`src/rtl/encoder_round_sequencer.sv`:
```
// Control sequencer for the 25-bit matrix-encoder datapath: fetches a line,
// runs ROUNDS x STEPS sub-steps on it, hands it to the sink, repeats per job.
module encoder_round_sequencer #(
    parameter int unsigned ROUNDS = 24,
    parameter int unsigned STEPS  = 3,
    parameter int unsigned CNT_W  = 8,
    parameter int unsigned RW     = 5
) (
    input  logic             clk,
    input  logic             rst,
    input  logic             start,
    input  logic [CNT_W-1:0] num_lines,
    input  logic             in_valid,
    output logic             in_ready,
    input  logic             out_ready,
    output logic             out_valid,
    output logic             state_en,
    output logic             mux_sel,
    output logic             step_en,
    output logic [1:0]       step_sel,
    output logic [RW-1:0]    round_idx,
    output logic [CNT_W-1:0] line_idx,
    output logic             busy,
    output logic             done
);

    localparam int unsigned SW = 2;
    localparam logic [SW-1:0] STEP_LAST  = SW'(STEPS - 1);
    localparam logic [RW-1:0] ROUND_LAST = RW'(ROUNDS - 1);

    typedef enum logic [2:0] {
        S_IDLE  = 3'd0,
        S_LOAD  = 3'd1,
        S_ROUND = 3'd2,
        S_WRITE = 3'd3,
        S_DONE  = 3'd4
    } state_t;

    state_t           state_q, state_d;
    logic [SW-1:0]    step_q, step_d;
    logic [RW-1:0]    round_q, round_d;
    logic [CNT_W-1:0] line_q, line_d;
    logic [CNT_W-1:0] count_q, count_d;

    // State and counter registers
    always_ff @(posedge clk) begin
        if (rst) begin
            state_q <= S_IDLE;
            step_q  <= '0;
            round_q <= '0;
            line_q  <= '0;
            count_q <= '0;
        end else begin
            state_q <= state_d;
            step_q  <= step_d;
            round_q <= round_d;
            line_q  <= line_d;
            count_q <= count_d;
        end
    end

    // Next-state and control decode; only state_en in LOAD follows an input directly
    always_comb begin
        state_d   = state_q;
        step_d    = step_q;
        round_d   = round_q;
        line_d    = line_q;
        count_d   = count_q;
        in_ready  = 1'b0;
        out_valid = 1'b0;
        state_en  = 1'b0;
        mux_sel   = 1'b0;
        step_en   = 1'b0;
        step_sel  = '0;
        busy      = 1'b0;
        done      = 1'b0;

        case (state_q)
            S_IDLE: begin
                if (start) begin
                    if (num_lines != '0) begin
                        count_d = num_lines;
                        line_d  = '0;
                        state_d = S_LOAD;
                    end else begin
                        state_d = S_DONE;
                    end
                end
            end
            S_LOAD: begin
                busy     = 1'b1;
                in_ready = 1'b1;
                state_en = in_valid;
                if (in_valid) begin
                    step_d  = '0;
                    round_d = '0;
                    state_d = S_ROUND;
                end
            end
            S_ROUND: begin
                busy     = 1'b1;
                step_en  = 1'b1;
                state_en = 1'b1;
                mux_sel  = 1'b1;
                step_sel = step_q;
                if (step_q == STEP_LAST) begin
                    step_d = '0;
                    if (round_q == ROUND_LAST) begin
                        round_d = '0;
                        state_d = S_WRITE;
                    end else begin
                        round_d = round_q + RW'(1);
                    end
                end else begin
                    step_d = step_q + SW'(1);
                end
            end
            S_WRITE: begin
                busy      = 1'b1;
                out_valid = 1'b1;
                if (out_ready) begin
                    line_d  = line_q + CNT_W'(1);
                    state_d = (line_d == count_q) ? S_DONE : S_LOAD;
                end
            end
            S_DONE: begin
                busy    = 1'b1;
                done    = 1'b1;
                state_d = S_IDLE;
            end
            default: state_d = S_IDLE;
        endcase
    end

    assign round_idx = round_q;
    assign line_idx  = line_q;

endmodule
```
`config.mk`:
```
export PLATFORM = sky130hd
export DESIGN_NAME = encoder_round_sequencer
export DESIGN_NICKNAME = d
export VERILOG_FILES = /design/src/rtl/encoder_round_sequencer.sv
export SDC_FILE = /design/constraint.sdc
export NUM_CORES = 1
export LEC_CHECK = 0
export BUFFER_PORTS_ARGS = -buffer_cell sky130_fd_sc_hd__clkbuf_2
export CELL_PAD_IN_SITES_DETAIL_PLACEMENT = 1
export CELL_PAD_IN_SITES_GLOBAL_PLACEMENT = 2
export CORE_ASPECT_RATIO = 0.9
export CORE_MARGIN = 3
export CORE_UTILIZATION = 31
export CTS_CLUSTER_DIAMETER = 40
export DETAILED_ROUTE_END_ITERATION = 8
export GPL_TIMING_DRIVEN = 0
export PLACE_DENSITY_LB_ADDON = 0.1
export SETUP_SLACK_MARGIN = 0.05
export SYNTH_ARGS = -nofsm -noshare
export SYNTH_HDL_FRONTEND = slang
export SYNTH_SLANG_ARGS = --single-unit
```
`constraint.sdc`:
```
create_clock -name clk -period 2.4 [get_ports clk]
set_clock_uncertainty 0.05 [all_clocks]
set_input_delay 0.12 -clock clk [delete_from_list [all_inputs] [get_ports clk]]
set_output_delay 0.12 -clock clk [all_outputs]
set_load 0.005 [all_outputs]
```
* Word level (Yosys, flattened, before mapping)
Cells that the tools add are included.
Cells by class: reduce and logical (&&, ||, !) cells 10, eq/ne operators 13, add/sub/neg operators 3, mux-type cells 26
Operators with widths (number):
- 8-bit 2-to-1 mux | 3
- 3-bit 2-to-1 mux | 7
- 8-bit one-hot mux with 2 select lines | 1
- 5-bit 2-to-1 mux | 3
- 2-bit inequality test, second input constant | 6
- 3-bit one-hot mux with 4 select lines | 1
- 5-bit one-hot mux with 2 select lines | 1
- 8-bit by 1-bit adder with 8-bit output, second input constant | 1
- 8-bit == test | 1
- 8-bit nonzero test | 1
- 3-bit by 2-bit == test with 1-bit output, second input constant | 2
- 2-bit 2-to-1 mux | 3
- 3-bit AND reduction | 2
- 5-bit by 1-bit adder with 5-bit output, second input constant | 1
- 5-bit == test, second input constant | 1
- 1-bit 2-to-1 mux | 5
- 5-bit AND reduction | 1
- 2-bit one-hot mux with 2 select lines | 1
- 4-bit AND reduction | 1
- 2-bit nonzero test | 2
- 4-bit OR reduction | 1
- 3-bit by 1-bit == test with 1-bit output, second input constant | 1
- 3-bit == test, second input constant | 1
- 3-bit zero test | 1
- other kinds (4) | 4
Storage, ports and cells: input bits 13, output and inout bits 22, bits in registers 26, logic and storage cells 57

* Depth between registers and ports, before layout
Gate-level depths: netlist of run 1.
word-level depth 5, depth in mapped cells 8, gate-level depth less buffers 6

* Worst setup path after synthesis of run 1
OpenSTA, ideal clock, no wires.
path kind register to register, start point register line_q[0], in the netlist line_idx[0], end point register state_q[2], arrival time 1.710 ns, cell stages (with the launch flop) 7, setup time 0.101 ns, data required time 2.249 ns, buffers on the path 0, period minus slack after synthesis 1.861 ns, setup slack 0.539 ns, path through dfxtp_1 ha_1 nor3b_1 o21a_1 o32ai_1 or4_1 o41ai_1
Between the ends: word-level cells in the longest chain between the ends 5
RTL lines:
- start, declared | RTL line 42 | logic [CNT_W-1:0] line_q, line_d;
- start signal, assigned | RTL line 57 | line_q <= line_d;
- 8-bit by 1-bit adder with 8-bit output | RTL line 122 | line_d = line_q + CNT_W'(1);
- 8-bit == test | RTL line 123 | state_d = (line_d == count_q) ? S_DONE : S_LOAD;
- 3-bit 2-to-1 mux | RTL line 123
- 3-bit 2-to-1 mux | RTL line 121 | if (out_ready) begin
- 3-bit one-hot mux with 4 select lines | RTL line 78 | case (state_q)
- end signal, assigned | RTL line 54 | state_q <= state_d;
- end, declared | RTL line 39 | state_t state_q, state_d;
Every way passes these cells. The select of a mux whose other input is x is not followed. A chain may end at the register's enable or synchronous reset.

* Worst setup path in the final report of run 1
Same ends and word-level chain as after synthesis.

==> results of run 1 <==
[registers in the layout (all words and copies together), names as in the netlist]
signal	cells
line_idx	8
state_q	3
round_idx	5
step_q	2
count_q	8
[area by class of cell]
type | instances | area share
Buffer | 12 | 0.0331
Clock buffer | 4 | 0.0297
Inverter | 4 | 0.00811
Multi-Input combinational cell | 147 | 0.517
Sequential cell | 26 | 0.281
Tap cell | 62 | 0.0419
Timing Repair Buffer | 33 | 0.0892
[power by group through the flow]
| stage | logic, mW | clock network [mW] | registers, mW |
|---|---|---|---|
| after global routing | 0.181 | 0.329 | 0.467 |
| final | 0.162 | 0.294 | 0.465 |
| after detailed placement | 0.164 | 0 | 0.475 |
| after global placement | 0.159 | 0 | 0.474 |
| after floorplan | 0.112 | 0 | 0.468 |
| after CTS | 0.164 | 0.305 | 0.465 |
[cell families after synthesis]
kind of cell | Yosys count | share of synthesized area
AND/OR/NAND/NOR | 81 | 0.295
flip-flops | 26 | 0.335
multiplexers | 9 | 0.0580
XOR/XNOR | 11 | 0.0620
buffers and inverters | 16 | 0.0492
adder cells (fa/ha/maj) | 2 | 0.0161
AO/OA/AOI/OAI | 44 | 0.185
[critical path, delay by kind of cell, from the launching register on]
| kind | cells | cell delay (ns) |
|---|---|---|
| fa+ha+maj | 1 | 0.34 |
| flops | 1 | 0.51 |
| simple gates | 2 | 0.76 |
| compound gates | 3 | 0.35 |
[routing by layer]
layer / up-vias / GRT usage / wire [µm]
met3: 2 / 0.0346 / 133
met2: 23 / 0.268 / 2040
met5: - / 0 / 0
met1: 728 / 0.240 / 2390
met4: 0 / 0.0281 / 22
li1: 754 / - / -
[stage by stage]
stage,total power [mW],util,hold slack (ns),setup slack (ns)
after floorplan,0.580,-,0.217,0.539
after global placement,0.632,0.388,0.323,0.373
after detailed placement,0.638,0.388,0.335,0.337
after CTS,0.934,0.399,0.0375,0.286
after global routing,0.978,0.399,0.0419,0.0883
final,0.921,0.399,0.0441,0.275
[worst paths after layout]
path / slack, ns / to / startpoint
worst max-delay path: 0.27 / state_q[2]$_SDFFE_PP0P_ / line_idx[0]$_SDFFE_PP0P_
worst max register to register: 0.27 / state_q[2]$_SDFFE_PP0P_ / line_idx[0]$_SDFFE_PP0P_
worst min-delay path: 0.04 / count_q[6]$_SDFFE_PP0P_ / num_lines[6]
worst min register to register: 0.46 / round_idx[1]$_SDFFE_PP0P_ / round_idx[1]$_SDFFE_PP0P_
[cell usage in the layout, fill, tap and decap left out, types with 2 or more instances in the layout]
master    count
and3_1        3
a31oi_1       2
nand4_1       3
nand4b_1      2
nand3b_1      3
o21a_1        4
o21ai_0      13
inv_1         4
clkbuf_8      4
and2_1        2
nand2_1       8
a21oi_1      14
nand3_1       4
nand2b_1      2
or4_1         3
buf_4         3
xnor2_1       6
or3_1         2
nor4_1        3
ha_1          2
and3b_1       2
mux2i_1       9
dfxtp_1      26
nor3_1        7
buf_1         2
nor2b_1       2
nor4bb_1      2
a211oi_1      2
nor2_1       27
xor2_1        5
buf_2         4
clkbuf_1      3
clkbuf_2     33
==> flow_summary_export.csv, run 1 <==
group,metric,value,unit
clock_network,cts_hold_buf,0,
timing,tightest_slew,0.561,ns
global_route,grt_antenna_before_repair,0,
worst_setup_path,crit_type,"reg -> reg",
worst_setup_path,arrival,2.25,ns
hold_path,worstHoldPathType,"in -> reg",
drt,firstDrtPassIters,4,
power_and_ir_drop,ir_drop,274,µV
yosys,synthMostInstantiatedCell,"nor2_1",
yosys,ys_types,46,
power_and_ir_drop,internal_power,0.664,mW
yosys,netlist_instances,189,
worst_setup_path,path_max_fanout,7,
status,outcome,"completed",
final_layout,fillerInstances,596,
drt,vias,1507,
power_and_ir_drop,swShare,0.279,
worst_setup_path,slowest_delay,0.54,ns
drt,detail_route.wl_per_cell,15.9,µm
yosys,async_flop_share,0,
drt,drtAntennaViolNets,0,
yosys,synth_flop_cell,"dfxtp_1",
yosys,synth_top_area_frac,0.335,
timing,max_slew_margin,0.626,
place,portBuffers,33,
hold_path,hold_depth,3,
timing,period_minus_slack,2.13,ns
clock_network,cts_tree,"built",
global_route,grt_pass1_wl,7760,µm
timing,rsz0062_at_grt,"no",
worst_setup_path,critPathCaptureType,"flip-flop",
yosys,ys_top_cells_by_count,"nor2_1 (27), dfxtp_1 (26), a21oi_1 (14)",
yosys,synth_area_leaders,"dfxtp_1 (34%), nor2_1 (6.5%), mux2i_1 (5.8%), a21oi_1 (4.5%), o21ai_0 (4.2%)",
place,place_congestion,0.783,
final_layout,area_growth,19.2,%
worst_setup_path,cpMaxStageDelayCell,"or4_1",
final_layout,antenna_cells,0,
timing,finalSetupViolCount,0,
global_route,overflow,0,
worst_setup_path,cp-start-kind,"flip-flop",
yosys,synth_nets,204,
clock_network,cts.path.max_buffers,2,
final_layout,multi_input_area,956,µm²
timing,fin_tns_setup,0,ns
power_and_ir_drop,seqPwrFrac,0.505,
yosys,ys_ff_latch,26,
power_and_ir_drop,pwr-share-comb,0.176,
timing,final-max-slew-violation-count,0,
job,maxCapViolations,0,
drt,via_per_inst,5.23,
floorplanning,die_y,73.1,µm
drt,first_iter_violations,64,
floorplanning,die_x,80.6,µm
yosys,synth_area,1550,µm²
floorplanning,dieArea,5900,µm²
yosys,avgSynthCellArea,8.22,µm²
clock_network,cts_buffers,3,
global_route,grt_max_degree,15,
place,dpl.hpwl,3550,µm
timing,fmaxAchievable,0.471,GHz
floorplanning,io_pins,35,
worst_setup_path,path_cells,"ha_1 > nor3b_1 > o21a_1 > o32ai_1 > or4_1 > o41ai_1",
floorplanning,rows,23,
clock_network,htree_levels,1,
worst_setup_path,worstPathRequired,2.52,ns
power_and_ir_drop,p_leak,0.745,nW
clock_network,cts.clk_slew.worst_paths,0.10,ns
worst_setup_path,reg2reg_depth,6,
clock_network,cts.sinks,26,
global_route,grt_pass1_vias,1564,
final_layout,fin_nets,242,
timing,period_share,0.886,
place,placed_area,1800,µm²
final_layout,design_area,1850,µm²
drt,wl,4590,µm
global_route,track_usage,0.169,
power_and_ir_drop,power.switching,0.257,mW
final_layout,fin_cells,288,
drt,drcViolationCount,0,
clock_network,clk_latency,0.28,ns
final_layout,final_layout_size_suffix_gt1_frac,0.230,
floorplanning,core_region_area,4630,µm²
timing,finalHoldViolations,0,
clock_network,post_cts.repair.setup_buffers,0,
floorplanning,start_util,0.335,
clock_network,clockRootBuffer,"clkbuf_8",
yosys,synth.largest_area_cell,"dfxtp_1",
final_layout,seq_area,520,µm²
yosys,yosysWarnings,0,
yosys,synth_seq_area_share,0.335,
power_and_ir_drop,powerDensity,498,nW/µm²
power_and_ir_drop,clkPwrFrac,0.319,
clock_network,cts_resized,0,
yosys,synth-edff-count,0,
place,dp_cells,284,
(Power assumes the default switching activity.)
==> run 2, diff against run 1 <==
--- a/config.mk
+++ b/config.mk
@@ -10,12 +10,14 @@
 export CELL_PAD_IN_SITES_GLOBAL_PLACEMENT = 2
 export CORE_ASPECT_RATIO = 0.9
 export CORE_MARGIN = 3
-export CORE_UTILIZATION = 31
+export CORE_UTILIZATION = 32
+export CTS_BUF_LIST = sky130_fd_sc_hd__clkbuf_8
 export CTS_CLUSTER_DIAMETER = 40
 export DETAILED_ROUTE_END_ITERATION = 8
 export GPL_TIMING_DRIVEN = 0
 export PLACE_DENSITY_LB_ADDON = 0.1
 export SETUP_SLACK_MARGIN = 0.05
+export SKIP_CTS_REPAIR_TIMING = 1
 export SYNTH_ARGS = -nofsm -noshare
 export SYNTH_HDL_FRONTEND = slang
 export SYNTH_SLANG_ARGS = --single-unit
==> run 2 against run 1 <==
  * Sequential cell count stayed put
  * Critical path type unchanged
  * Highest routed layer unchanged
  * Power is 8.9% higher
  * Non-clock buffer count stayed put
  * First-iteration DRC count is 44% lower
  * Die area is 2.9% lower
==> flow_summary_export.csv, run 2 (synthesized netlist as in run 1, its figures left out) <==
group,metric,value,unit
final_layout,final_cell_mix,"clkbuf_2 (33), nor2_1 (27), dfxtp_1 (26)",
timing,fmaxAchievable,0.474,GHz
clock_network,htree_levels,1,
timing,rsz0062_at_grt,"no",
job,maxCapViolations,0,
power_and_ir_drop,ir_drop,265,µV
timing,finalHoldViolations,0,
clock_network,clk_latency,0.28,ns
worst_setup_path,arrival,2.24,ns
timing,period_share,0.878,
floorplanning,die_y,72.1,µm
worst_setup_path,cpMaxStageDelayCell,"or4_1",
final_layout,final_layout_size_suffix_gt1_frac,0.230,
power_and_ir_drop,power.switching,0.262,mW
drt,drcViolationCount,0,
final_layout,area_growth,20.2,%
timing,tightest_slew,0.508,ns
worst_setup_path,crit_type,"reg -> reg",
drt,first_iter_violations,36,
power_and_ir_drop,power.total,1.00,mW
drt,wl_met1,2360,µm
global_route,track_usage,0.168,
power_and_ir_drop,swShare,0.261,
worst_setup_path,path_delay_family,"simple AND/OR/NAND/NOR gates",
final_layout,fin_nets,242,
worst_setup_path,path_cells,"ha_1 > nand3_2 > nor3_2 > o32ai_1 > or4_1 > o41ai_1",
power_and_ir_drop,clkPwrFrac,0.376,
drt,firstDrtPassIters,4,
drt,vias,1499,
final_layout,antenna_cells,0,
global_route,grt_pass1_vias,1512,
hold_path,worstHoldPathType,"in -> reg",
timing,max_slew_margin,0.658,
place,portBuffers,33,
worst_setup_path,path_buf_inv,0,
global_route,overflow,0,
drt,wl,4470,µm
floorplanning,io_pins,35,
global_route,grt_max_degree,16,
drt,dr_wl_met2,1890,µm
timing,final-max-slew-violation-count,0,
status,outcome,"completed",
power_and_ir_drop,internal_power,0.741,mW
worst_setup_path,worstPathRequired,2.53,ns
power_and_ir_drop,powerDensity,537,nW/µm²
drt,top_layer_used,"met4",
floorplanning,core_region_area,4580,µm²
final_layout,final_core_utilization,0.408,
power_and_ir_drop,p_leak,0.752,nW
place,place_congestion,0.777,
clock_network,cts.sinks,26,
drt,met3RoutedLength,186,µm
drt,via_per_inst,5.20,
power_and_ir_drop,seqPwrFrac,0.463,
clock_network,cts_tree,"built",
worst_setup_path,slowest_delay,0.54,ns
place,dpl.hpwl,3430,µm
clock_network,cts_buffers,3,
worst_setup_path,cp-start-kind,"flip-flop",
global_route,grt_pass1_wl,7620,µm
floorplanning,start_util,0.339,
floorplanning,die_x,79.4,µm
timing,fin_tns_setup,0,ns
worst_setup_path,path_max_fanout,7,
global_route,grt_antenna_before_repair,0,
floorplanning,dieArea,5730,µm²
drt,drtAntennaViolNets,0,
timing,period_minus_slack,2.11,ns
power_and_ir_drop,pwr-share-comb,0.161,
clock_network,cts.clk_slew.worst_paths,0.10,ns
floorplanning,rows,23,
clock_network,cts.path.max_buffers,2,
clock_network,clockRootBuffer,"clkbuf_8",
worst_setup_path,critPathCaptureType,"flip-flop",
timing,finalSetupViolCount,0,
final_layout,layout_commonest_cell,"clkbuf_2",
drt,detail_route.wl_per_cell,15.5,µm
==> run 2: changes by cell type in the layout (fill, tap and decap cells not counted), sizes merged <==
cell    before  now
bufinv       0    1
clkbuf      40   39
==> run 2: tightest hold or removal path: stages <==
cell and delay [ns]:
clkbuf_2 0.09, mux2i_1 0.06, nor2_1 0.07
==> run 2: worst paths after layout <==
kind                                   from                   endpoint  slack [ns]  cells after the start
hold reg to reg   round_idx[4]$_SDFFE_PP0P_  round_idx[4]$_SDFFE_PP0P_        0.44                      2
hold / removal                 num_lines[4]    count_q[4]$_SDFFE_PP0P_        0.04                      3
setup / recovery   line_idx[0]$_SDFFE_PP0P_    state_q[2]$_SDFFE_PP0P_        0.29                      6
setup reg to reg   line_idx[0]$_SDFFE_PP0P_    state_q[2]$_SDFFE_PP0P_        0.29                      6
==> run 2: cell type report <==
cell class                 instances  area (µm²)
clock buffer                       3        41.3
buffer                            12        61.3
timing repair buffer              33         165
clock inverter                     1        30.0
multi-input combinational        147         956
fill                             575        2710
inverter                           4        15.0
sequential                        26         520
tap                               62        77.6
==> run 2: metrics by stage <==
stage | cells | setup slack, ns | cell area, µm² | hold WS [ns]
after floorplan | 189 | 0.539 | 1550 | 0.217
after global placement | 284 | 0.358 | 1800 | 0.323
after detailed placement | 284 | 0.333 | 1800 | 0.343
after CTS | 288 | 0.278 | 1870 | 0.0413
after global routing | 288 | 0.0990 | 1870 | 0.0504
final | 288 | 0.292 | 1870 | 0.0447
==> run 2: power by group through the flow <==
stage	clock, mW	combinational, mW	sequential, mW
after floorplan	0	0.112	0.468
after global placement	0	0.158	0.473
after detailed placement	0	0.162	0.474
after CTS	0.387	0.163	0.464
after global routing	0.403	0.182	0.467
final	0.377	0.161	0.464
==> run 2: routing by layer <==
layer	track usage	vias up
met5	0	-
met4	0.0344	0
met3	0.0335	4
met2	0.246	35
met1	0.254	705
li1	-	755
==> run 3, diff against run 2 <==
--- a/config.mk
+++ b/config.mk
@@ -12,9 +12,10 @@
 export CORE_MARGIN = 3
 export CORE_UTILIZATION = 32
 export CTS_BUF_LIST = sky130_fd_sc_hd__clkbuf_8
-export CTS_CLUSTER_DIAMETER = 40
+export CTS_CLUSTER_DIAMETER = 80
 export DETAILED_ROUTE_END_ITERATION = 8
 export GPL_TIMING_DRIVEN = 0
+export HOLD_SLACK_MARGIN = 0.08
 export PLACE_DENSITY_LB_ADDON = 0.1
 export SETUP_SLACK_MARGIN = 0.05
 export SKIP_CTS_REPAIR_TIMING = 1
==> run 3 against run 2 <==
  * Largest cell class unchanged
  * Largest power group unchanged
  * Cell count up 1.7%
  * Via count is 1.3% higher
  * Sequential cell count stayed put
  * Wire length grew 0.87%
  * Fmax down 0.61%
  * Combinational power up 4%
  * Sequential power is essentially flat
  * Global-route usage unchanged
  * Die area unchanged
==> flow_summary_export.csv, run 3 (synthesized netlist as in run 1, its figures left out) <==
group,metric,value,unit
floorplanning,rows,23,
power_and_ir_drop,powerDensity,526,nW/µm²
worst_setup_path,crit_type,"reg -> reg",
clock_network,cts.path.max_buffers,2,
clock_network,clk_latency,0.28,ns
final_layout,antenna_cells,0,
power_and_ir_drop,p_leak,0.773,nW
floorplanning,io_pins,35,
drt,via_per_inst,5.18,
final_layout,final_layout_size_suffix_gt1_frac,0.225,
timing,period_share,0.884,
timing,max_slew_margin,0.657,
power_and_ir_drop,ir_drop,268,µV
timing,rsz0062_at_grt,"no",
timing,finalHoldViolations,0,
global_route,overflow,0,
floorplanning,dieArea,5730,µm²
timing,fmaxAchievable,0.471,GHz
hold_path,worstHoldPathType,"in -> reg",
worst_setup_path,critPathCaptureType,"flip-flop",
worst_setup_path,path_max_fanout,7,
status,outcome,"completed",
global_route,grt_pass1_vias,1512,
job,maxCapViolations,0,
clock_network,htree_levels,1,
place,place_congestion,0.777,
worst_setup_path,arrival,2.25,ns
final_layout,fin_cells,293,
drt,wl,4510,µm
clock_network,cts.clk_slew.worst_paths,0.10,ns
worst_setup_path,worstPathRequired,2.53,ns
clock_network,cts_buffers,3,
worst_setup_path,cp-start-kind,"flip-flop",
final_layout,final_cell_mix,"clkbuf_2 (33), nor2_1 (27), dfxtp_1 (26)",
drt,drcViolationCount,0,
place,dpl.hpwl,3430,µm
drt,detail_route.wl_per_cell,15.4,µm
clock_network,cts.sinks,26,
global_route,grt_pass1_wl,7620,µm
floorplanning,die_y,72.1,µm
global_route,grt_max_degree,16,
floorplanning,core_region_area,4580,µm²
drt,vias,1518,
drt,firstDrtPassIters,4,
final_layout,layout_commonest_cell,"clkbuf_2",
global_route,grt_antenna_before_repair,0,
place,dp_cells,284,
drt,drtAntennaViolNets,0,
place,portBuffers,33,
floorplanning,die_x,79.4,µm
timing,tightest_slew,0.510,ns
floorplanning,start_util,0.339,
timing,finalSetupViolCount,0,
clock_network,clockRootBuffer,"clkbuf_8",
drt,first_iter_violations,37,
timing,final-max-slew-violation-count,0,
clock_network,cts_tree,"built",
global_route,track_usage,0.168,
final_layout,area_growth,23.4,%
timing,period_minus_slack,2.12,ns
final_layout,fin_nets,247,
timing,fin_tns_setup,0,ns
## run 3: cell count changes in the layout (fill, tap and decap cells not counted)
cell / change
dlygate4sd3_1: +5
## run 3: layout make-up
cell class	instances	area [µm²]
clock inverters	1	30.0
inverters	4	15.0
flip-flops and latches	26	520
clock buffers	3	41.3
multi-input cells	147	956
plain buffers	12	61.3
repair buffers	38	215
fillers	574	2660
well taps	62	77.6
## run 3: path summary, 6_finish.rpt
check,slack (ns),to,start,cells after the start
worst max-delay path,0.28,state_q[2]$_SDFFE_PP0P_,line_idx[0]$_SDFFE_PP0P_,6
worst min-delay path,0.06,count_q[6]$_SDFFE_PP0P_,num_lines[6],3
worst max register to register,0.28,state_q[2]$_SDFFE_PP0P_,line_idx[0]$_SDFFE_PP0P_,6
worst min register to register,0.44,round_idx[4]$_SDFFE_PP0P_,round_idx[4]$_SDFFE_PP0P_,2
## run 3: layer usage
layer | routed length [µm] | share of wire | up-vias | track usage
met5 | 0 | 0 | - | 0
met4 | 34 | 0.0075 | 0 | 0.0344
met3 | 151 | 0.033 | 4 | 0.0335
met2 | 1910 | 0.42 | 31 | 0.246
met1 | 2420 | 0.54 | 720 | 0.254
li1 | - | - | 763 | -
## run 3: report_power, final
group | internal (mW) | switching, mW | total (mW)
registers | 0.447 | 0.0173 | 0.465
clock network | 0.224 | 0.152 | 0.376
logic | 0.0752 | 0.0930 | 0.168
## run 3: worst max-delay path, stage by stage (launching register included)
cell and delay [ns]:
dfxtp_1 0.51, ha_1 0.34, nand3_2 0.17, nor3_2 0.21
o32ai_1 0.12, or4_1 0.54, o41ai_1 0.08
## run 3: metrics by stage
step	utilization	worst slack (ns)	total power, mW	area (µm²)	hold WS, ns
after floorplan	-	0.539	0.580	1550	0.217
after global placement	0.392	0.358	0.631	1800	0.323
after detailed placement	0.392	0.333	0.636	1800	0.343
after CTS	0.408	0.278	1.01	1870	0.0413
after global routing	0.419	0.0985	1.06	1920	0.0970
final	0.419	0.279	1.01	1920	0.0551
